## src/rtl/mem_arbiter.sv

```systemverilog
// mem_arbiter: two-way arbiter that shares one single-word backing-memory
// port between an I-cache refill requester and a D-cache refill/writeback
// requester. Each grant moves a whole BEATS-word cache-line burst.
//
// Configuration macro: MEM_ARB_DPRIO_EN
//   undefined : simultaneous requests in IDLE are granted round-robin
//   defined   : simultaneous requests in IDLE always go to the D side
//
// Ports
//   clk        clock, all state changes on the rising edge
//   rst        asynchronous active-low reset
//   i_req      I-cache line refill request
//   i_addr     I-cache line address (word/beat offset bits ignored)
//   i_rdata    I-cache refill word, valid while i_rvalid=1
//   i_rvalid   I-cache refill word strobe
//   i_done     I-cache burst-complete strobe
//   d_req      D-cache request
//   d_we       D-cache direction: 1 writeback, 0 refill
//   d_addr     D-cache line address (word/beat offset bits ignored)
//   d_wdata    current D-cache writeback word
//   d_wready   writeback word accepted this cycle
//   d_rdata    D-cache refill word, valid while d_rvalid=1
//   d_rvalid   D-cache refill word strobe
//   d_done     D-cache burst-complete strobe
//   mem_req    backing-memory word request
//   mem_we     backing-memory write enable
//   mem_addr   backing-memory byte address
//   mem_wdata  backing-memory write data
//   mem_ack    backing-memory accept/complete for the current word
//   mem_rdata  backing-memory read data, valid with mem_ack

module mem_arbiter #(
  parameter int BEATS = 4
) (
  input  logic        clk,
  input  logic        rst,
  input  logic        i_req,
  input  logic [31:0] i_addr,
  output logic [31:0] i_rdata,
  output logic        i_rvalid,
  output logic        i_done,
  input  logic        d_req,
  input  logic        d_we,
  input  logic [31:0] d_addr,
  input  logic [31:0] d_wdata,
  output logic        d_wready,
  output logic [31:0] d_rdata,
  output logic        d_rvalid,
  output logic        d_done,
  output logic        mem_req,
  output logic        mem_we,
  output logic [31:0] mem_addr,
  output logic [31:0] mem_wdata,
  input  logic        mem_ack,
  input  logic [31:0] mem_rdata
);

  localparam int BW  = $clog2(BEATS);
  localparam int LSB = BW + 2;

  typedef enum logic [1:0] {IDLE, GNT_I, GNT_D, DONE} state_e;

  state_e          state_q, state_d;
  logic [BW-1:0]   beat_q, beat_d;
  logic [31:LSB]   base_q, base_d;
  logic            we_q, we_d;
  logic            owner_d_q, owner_d_d;
  logic [31:0]     i_rdata_q, i_rdata_d;
  logic            i_rvalid_q, i_rvalid_d;
  logic [31:0]     d_rdata_q, d_rdata_d;
  logic            d_rvalid_q, d_rvalid_d;
  logic            grant_d;
`ifndef MEM_ARB_DPRIO_EN
  logic            last_i_q, last_i_d;
`endif

  // Offset bits of the request addresses are replaced by the beat counter.
  logic unused_addr_bits;
  assign unused_addr_bits = ^{i_addr[LSB-1:0], d_addr[LSB-1:0]};

  // D wins a tie when fixed priority is built in, otherwise only when I
  // held the port last; the reset value of the flag lets D win the first tie.
  always_comb begin
`ifdef MEM_ARB_DPRIO_EN
    grant_d = d_req;
`else
    grant_d = d_req && (!i_req || last_i_q);
`endif
  end

  // State register plus all datapath flops; reset abandons any burst.
  always_ff @(posedge clk or negedge rst) begin
    if (!rst) begin
      state_q    <= IDLE;
      beat_q     <= '0;
      base_q     <= '0;
      we_q       <= 1'b0;
      owner_d_q  <= 1'b0;
      i_rdata_q  <= '0;
      i_rvalid_q <= 1'b0;
      d_rdata_q  <= '0;
      d_rvalid_q <= 1'b0;
`ifndef MEM_ARB_DPRIO_EN
      last_i_q   <= 1'b1;
`endif
    end else begin
      state_q    <= state_d;
      beat_q     <= beat_d;
      base_q     <= base_d;
      we_q       <= we_d;
      owner_d_q  <= owner_d_d;
      i_rdata_q  <= i_rdata_d;
      i_rvalid_q <= i_rvalid_d;
      d_rdata_q  <= d_rdata_d;
      d_rvalid_q <= d_rvalid_d;
`ifndef MEM_ARB_DPRIO_EN
      last_i_q   <= last_i_d;
`endif
    end
  end

  // Next-state logic: the owner's address and direction are frozen at the
  // grant edge so later requester changes cannot disturb the burst.
  always_comb begin
    state_d   = state_q;
    beat_d    = beat_q;
    base_d    = base_q;
    we_d      = we_q;
    owner_d_d = owner_d_q;
`ifndef MEM_ARB_DPRIO_EN
    last_i_d  = last_i_q;
`endif
    unique case (state_q)
      IDLE: begin
        if (grant_d) begin
          state_d   = GNT_D;
          base_d    = d_addr[31:LSB];
          we_d      = d_we;
          owner_d_d = 1'b1;
          beat_d    = '0;
`ifndef MEM_ARB_DPRIO_EN
          last_i_d  = 1'b0;
`endif
        end else if (i_req) begin
          state_d   = GNT_I;
          base_d    = i_addr[31:LSB];
          we_d      = 1'b0;
          owner_d_d = 1'b0;
          beat_d    = '0;
`ifndef MEM_ARB_DPRIO_EN
          last_i_d  = 1'b1;
`endif
        end
      end
      GNT_I, GNT_D: begin
        // The counter width is exactly log2(BEATS), so the increment after
        // the final beat wraps it back to zero.
        if (mem_ack) begin
          beat_d = beat_q + 1'b1;
          if (beat_q == BW'(BEATS - 1)) state_d = DONE;
        end
      end
      DONE:    state_d = IDLE;
      default: state_d = IDLE;
    endcase
  end

  // Read-data capture: the owning side sees its word one cycle after the ack.
  always_comb begin
    i_rvalid_d = (state_q == GNT_I) && mem_ack;
    d_rvalid_d = (state_q == GNT_D) && !we_q && mem_ack;
    i_rdata_d  = i_rvalid_d ? mem_rdata : i_rdata_q;
    d_rdata_d  = d_rvalid_d ? mem_rdata : d_rdata_q;
  end

  // Output logic.
  always_comb begin
    mem_req   = (state_q == GNT_I) || (state_q == GNT_D);
    mem_we    = (state_q == GNT_D) && we_q;
    mem_addr  = mem_req ? {base_q, beat_q, 2'b00} : 32'h0;
    mem_wdata = d_wdata;
    d_wready  = (state_q == GNT_D) && we_q && mem_ack;
    i_done    = (state_q == DONE) && !owner_d_q;
    d_done    = (state_q == DONE) && owner_d_q;
    i_rdata   = i_rdata_q;
    i_rvalid  = i_rvalid_q;
    d_rdata   = d_rdata_q;
    d_rvalid  = d_rvalid_q;
  end

endmodule

```

## config.mk

```make
export PLATFORM = sky130hd
export DESIGN_NAME = mem_arbiter
export DESIGN_NICKNAME = d
export VERILOG_FILES = /design/src/rtl/mem_arbiter.sv
export SDC_FILE = /design/constraint.sdc
export NUM_CORES = 1
export LEC_CHECK = 0
export ABC_CLOCK_PERIOD_IN_PS = 2400
export CELL_PAD_IN_SITES_DETAIL_PLACEMENT = 0
export CELL_PAD_IN_SITES_GLOBAL_PLACEMENT = 1
export CORE_MARGIN = 4
export CORE_UTILIZATION = 31
export DETAILED_ROUTE_END_ITERATION = 10
export GPL_ROUTABILITY_DRIVEN = 0
export PLACE_DENSITY_LB_ADDON = 0.1
export REMOVE_ABC_BUFFERS = 1
export SLEW_MARGIN = 20
export SYNTH_ARGS = -nofsm -noshare
export SYNTH_HDL_FRONTEND = slang
export SYNTH_SLANG_ARGS = --single-unit
```

## constraint.sdc

```tcl
create_clock -name clk -period 2.4 [get_ports clk]
set_clock_uncertainty 0.05 [all_clocks]
set_input_delay 0.24 -clock clk [delete_from_list [all_inputs] [get_ports clk]]
set_output_delay 0.24 -clock clk [all_outputs]
set_load 0.05 [all_outputs]
```

==> results of run 1 <==
==> per-layer routing <==
| metal | GRT usage, % | up-vias |
|---|---|---|
| li1 | - | 1515 |
| met5 | 1.47 | - |
| met1 | 20.2 | 1664 |
| met3 | 8.57 | 13 |
| met2 | 22.4 | 165 |
| met4 | 5.13 | 0 |
==> worst max path at each step <==
stage | start | endpoint | slack (ns)
global placement | state_q[0] | mem_we | 0.44
global route | state_q[0] | mem_we | 0.006
detailed placement | state_q[0] | mem_we | 0.43
finish | state_q[0] | mem_we | 0.1
floorplan | state_q[0] | mem_addr[10] | 0.20
CTS | state_q[0] | mem_we | 0.05
==> logic make-up after synthesis <==
family	after synthesis	share of synthesized area, %
muxes	66	16.2
buffers and inverters	59	8.29
other	1	0.0817
and+or+nand+nor	77	10.5
DFF	101	55.1
AOI/OAI and AO/OA	42	8.21
adders and majority gates	6	1.64
==> synthesized netlist by cell type, drive strengths merged, types with 2 or more instances <==
master / number / share of area [%]
dfrtp: 100 / 55
mux2: 65 / 16
and2: 60 / 8.2
buf: 47 / 7.3
a221o: 29 / 6.3
clkbuf: 7 / 0.57
ha: 6 / 1.6
a21oi: 5 / 0.63
inv: 5 / 0.41
nand2: 3 / 0.25
nand2b: 3 / 0.41
a21o: 2 / 0.33
a31oi: 2 / 0.27
and3: 2 / 0.38
nand3: 2 / 0.22
nor2b: 2 / 0.27
o21ai: 2 / 0.30
==> sequential cells by signal (all words and copies together), names as in the netlist, 2 cells and up <==
| register | cells |
|---|---|
| d_rdata | 32 |
| i_rdata | 32 |
| base_q | 28 |
| beat_q | 2 |
| state_q | 2 |
==> critical path: stages (launching register included) <==
cell	delay, ns
dfrtp_1	0.41
inv_1	0.12
ha_1	0.20
and2_1	0.13
clkdlybuf4s50_1	0.81
==> area by class of cell <==
type	instances	area, sq um	area share [%]
Multi-Input combinational cell	193	1680	23.5
Sequential cell	101	2530	35.4
Clock buffer	11	253	3.54
Inverter	5	18.8	0.263
Timing Repair Buffer	202	2370	33.2
Tap cell	184	230	3.22
Clock inverter	5	63.8	0.893
==> power breakdown <==
group	internal (mW)	switching (mW)
Combinational	3.57	4.84
Sequential	2.56	0.406
Clock	0.876	0.660
Total	7.00	5.90
==> flow_metrics.env, run 1 <==
export IMPL_status="complete, no violations"
export IMPL_fin_nets=652
export IMPL_final_area_sq_um=7150
export IMPL_wl_per_cell_um=19.0
export IMPL_grt_pass1_vias=3654
export IMPL_top_layer="met4"
export IMPL_diodes=0
export IMPL_drtIter0Drc=109
export IMPL_hpwl_mm=9.66
export IMPL_fillers=1337
export IMPL_clk_path_buf_depth=2
export IMPL_crit_path_max_fanout=4
export IMPL_fin_hold_ws_ns=0.373
export IMPL_clock_sinks=101
export IMPL_period_minus_slack_ns=2.30
export IMPL_cap_violations=0
export IMPL_num_io_pins=269
export IMPL_r2r_end="state_q[0]"
export IMPL_synth_seq_area_share_pct=55.1
export IMPL_fmax_mhz=434
export IMPL_leakagePower_nw=3.04
export IMPL_start_util_pct=31.6
export IMPL_grt_total_usage_pct=15.7
export IMPL_grt_pass1_wl_mm=20.2
export IMPL_clk_insertion_delay_late_ns=0.34
export IMPL_cts_hold_buffers_added=1
export IMPL_netlist_instances=352
export IMPL_antenna_left=0
export IMPL_dp_cells=684
export IMPL_ys_ff_latch=101
export IMPL_htreeDepth=3
export IMPL_globalRouteOverflowTotal=0
export IMPL_yosysWarnings=0
export IMPL_synthDistinctLibCells=32
export IMPL_antenna_found_initial=0
export IMPL_slew_headroom_pct=63.6
export IMPL_final_period_utilization_pct=96.0
export IMPL_io_buffers=194
export IMPL_final_setup_tns_ns=0
export IMPL_hold_viol_final=0
export IMPL_async_flop_share_pct=100
export IMPL_cts_resized_gates=0
export IMPL_pre_cts_ws_ns=0.432
export IMPL_die_w_um=130
export IMPL_layout_commonest_cell="clkdlybuf4s50_1"
export IMPL_die_y_um=130
export IMPL_synth_edf_count=0
export IMPL_cts_setup_buffers=0
export IMPL_die_area_sq_um=16800
export IMPL_vias=3357
export IMPL_slew_viol_final=0
export IMPL_wl_met3_mm=1.69
export IMPL_crit_path_end_kind="output port"
export IMPL_r2r_cells=5
export IMPL_worst_slack_ns=0.0965
export IMPL_r2r_start="state_q[1]"
export IMPL_numCtsBuffers=9
export IMPL_wl_met1_mm=5.67
export IMPL_num_rows=44
export IMPL_worstSetupPathType="flop to output port"
export IMPL_place_area_sq_um=6820
export IMPL_clk_pin_slew_ns=0.07
export IMPL_layout_common_cells="clkdlybuf4s50_1, dfrtp_1, mux2_2, and2_1, buf_12"
export IMPL_drc=0
export IMPL_final_util_pct=49.2
export IMPL_grt_max_degree=42
export IMPL_areaGrowthSynthToFinish_pct=55.8
export IMPL_worstPathArrival_ns=2.01
export IMPL_rsz0062_at_grt="no"
export IMPL_viasPerCell=4.79
export IMPL_drt_total_wl_mm=13.3
export IMPL_hp_class="input pin to async pin"
export IMPL_drive_gt1_share_pct=24.4
export IMPL_syn_area_sq_um=4590
export IMPL_avgSynthCellArea_sq_um=13.0
export IMPL_fp_coreArea_sq_um=14500
export IMPL_cts_tree="done"
export IMPL_ff2ff_setup_slack_ns=0.53
export IMPL_setup_viol=0
export IMPL_wl_met2_mm=5.75
export IMPL_start_kind="flop"
export IMPL_worst_pin_slew_ns=0.546
export IMPL_cts_root_buf="clkbuf_16"
export IMPL_vdd_drop_max_v=0.000763
export IMPL_critPathRequiredTime_ns=2.11
export IMPL_layout_cells_non_filler=701
export IMPL_power_density_nw_per_um2=1800
export IMPL_dr_pass1_iters=4
export IMPL_ys_flop_type="dfrtp_1"
export IMPL_finalPower_mw=12.9
(Power assumes the default switching activity.)
==> inputs of run 2 (changes only) <==
- PLACE_DENSITY: unset -> 0.95
- PLACE_DENSITY_LB_ADDON: 0.1 -> unset
==> run 2 against run 1 <==
Effect of this change: via count decreased by 0.33%; hold slack improved by 0.053 ns; sequential power increased by 1%; core utilization decreased by 0.095 points; critical path depth increased by 1; design area decreased by 0.19%; global-route usage decreased by 0.29 points; sequential share of layout area increased by 0.068 points.
==> flow_metrics.env, run 2 (synthesized netlist as in run 1, its figures left out) <==
export IMPL_status="complete, no violations"
export IMPL_drtIter0Drc=129
export IMPL_final_period_utilization_pct=93.1
export IMPL_final_util_pct=49.1
export IMPL_vias=3346
export IMPL_clk_pin_slew_ns=0.07
export IMPL_place_area_sq_um=6800
export IMPL_clock_sinks=101
export IMPL_power_density_nw_per_um2=1810
export IMPL_layout_cells_non_filler=700
export IMPL_vdd_drop_max_v=0.00107
export IMPL_final_area_sq_um=7140
export IMPL_leakagePower_nw=3.05
export IMPL_drt_total_wl_mm=13.0
export IMPL_layout_common_cells="clkdlybuf4s50_1, dfrtp_1, mux2_2, and2_1, buf_12"
export IMPL_cap_violations=0
export IMPL_start_util_pct=31.6
export IMPL_crit_path_end_kind="output port"
export IMPL_htreeDepth=3
export IMPL_io_buffers=194
export IMPL_worstSetupPathType="flop to output port"
export IMPL_setup_viol=0
export IMPL_grt_total_usage_pct=15.4
export IMPL_final_setup_tns_ns=0
export IMPL_antenna_left=0
export IMPL_drive_gt1_share_pct=24.2
export IMPL_grt_pass1_wl_mm=19.8
export IMPL_critPathRequiredTime_ns=2.11
export IMPL_hold_viol_final=0
export IMPL_start_kind="flop"
export IMPL_drc=0
export IMPL_slew_viol_final=0
export IMPL_fin_nets=651
export IMPL_num_io_pins=269
export IMPL_die_w_um=130
export IMPL_layout_commonest_cell="clkdlybuf4s50_1"
export IMPL_num_rows=44
export IMPL_antenna_found_initial=0
export IMPL_dr_pass1_iters=4
export IMPL_worstPathArrival_ns=1.94
export IMPL_areaGrowthSynthToFinish_pct=55.5
export IMPL_rsz0062_at_grt="no"
export IMPL_clk_path_buf_depth=2
export IMPL_grt_max_degree=58
export IMPL_hp_class="input pin to async pin"
export IMPL_hpwl_mm=9.77
export IMPL_dp_cells=683
export IMPL_die_area_sq_um=16800
export IMPL_viasPerCell=4.78
export IMPL_crit_path_max_fanout=29
export IMPL_worst_pin_slew_ns=0.611
export IMPL_cts_tree="done"
export IMPL_period_minus_slack_ns=2.23
export IMPL_fp_coreArea_sq_um=14500
export IMPL_cts_setup_buffers=0
export IMPL_fillers=1266
export IMPL_clk_insertion_delay_late_ns=0.34
export IMPL_die_y_um=130
export IMPL_diodes=0
export IMPL_globalRouteOverflowTotal=0
export IMPL_slew_headroom_pct=59.3
export IMPL_fmax_mhz=447
export IMPL_numCtsBuffers=9
export IMPL_cts_root_buf="clkbuf_16"
export IMPL_wl_per_cell_um=18.6
export IMPL_grt_pass1_vias=3695
[run 2: cell types whose count changed in the layout (fill, tap and decap cells not counted), sizes merged]
cell and change:
clkbuf +1, inv -1, clkinv -1, dlymetal6s2s +1, buf -1, clkdlybuf4s50 -1, clkinvlp +1
[run 2: worst max-delay path, stage by stage, from the launching register on]
cell and delay (ns):
dfrtp_1 0.39, inv_1 0.09, ha_1 0.54, buf_12 0.22, and2_1 0.19, buf_12 0.15
[run 2: cell type report]
class,count,area (sq um),area share [%]
inverters,5,18.8,0.263
flip-flops and latches,101,2530,35.4
clock inverters,4,53.8,0.754
clock buffers,12,267,3.73
multi-input cells,193,1680,23.6
well taps,184,230,3.23
repair buffers,201,2350,33.0
[run 2: repair_timing]
item,4_1_cts,5_1_grt
gates resized for setup,0,1
hold buffers,1,0
setup endpoints to repair,0,1
endpoints found under the hold margin,43,0
[run 2: worst paths after layout]
| check | start | to | slack (ns) | depth (start not counted) |
|---|---|---|---|---|
| worst max-delay path | state_q[0] | mem_addr[8] | 0.17 | 5 |
| worst min-delay path | rst | d_rdata[27] | 0.43 | 2 |
| worst max register to register | state_q[0] | state_q[0] | 0.52 | 5 |
| worst min register to register | owner_d_q | owner_d_q | 0.45 | 1 |
| max in group asynchronous | rst | d_rdata[21] | 1.15 | 3 |
| min in group clk | d_wdata[0] | mem_wdata[0] | 0.43 | 0 |
[run 2: routing by layer]
layer | GRT usage (%) | up-vias | wire [um] | share of wire [%]
met4 | 5.87 | 0 | 247 | 1.9
met2 | 22.7 | 190 | 5680 | 44
met5 | 1.47 | - | 0 | 0
li1 | - | 1515 | - | -
met3 | 7.79 | 15 | 1710 | 13
met1 | 19.3 | 1626 | 5350 | 41
[run 2: power breakdown]
| group | switching (mW) | internal [mW] |
|---|---|---|
| clock | 0.631 | 0.898 |
| sequential | 0.435 | 2.56 |
| combinational | 4.81 | 3.55 |
[run 2: per-stage QoR]
stage               power [mW]  hold WS, ns  setup WS, ns
floorplan                 7.93       -0.106         0.196
finish                    12.9        0.427         0.165
CTS                       13.0        0.430        0.0498
global placement          11.3        0.233         0.450
global route              13.5        0.430        0.0375
detailed placement        11.5        0.246         0.438
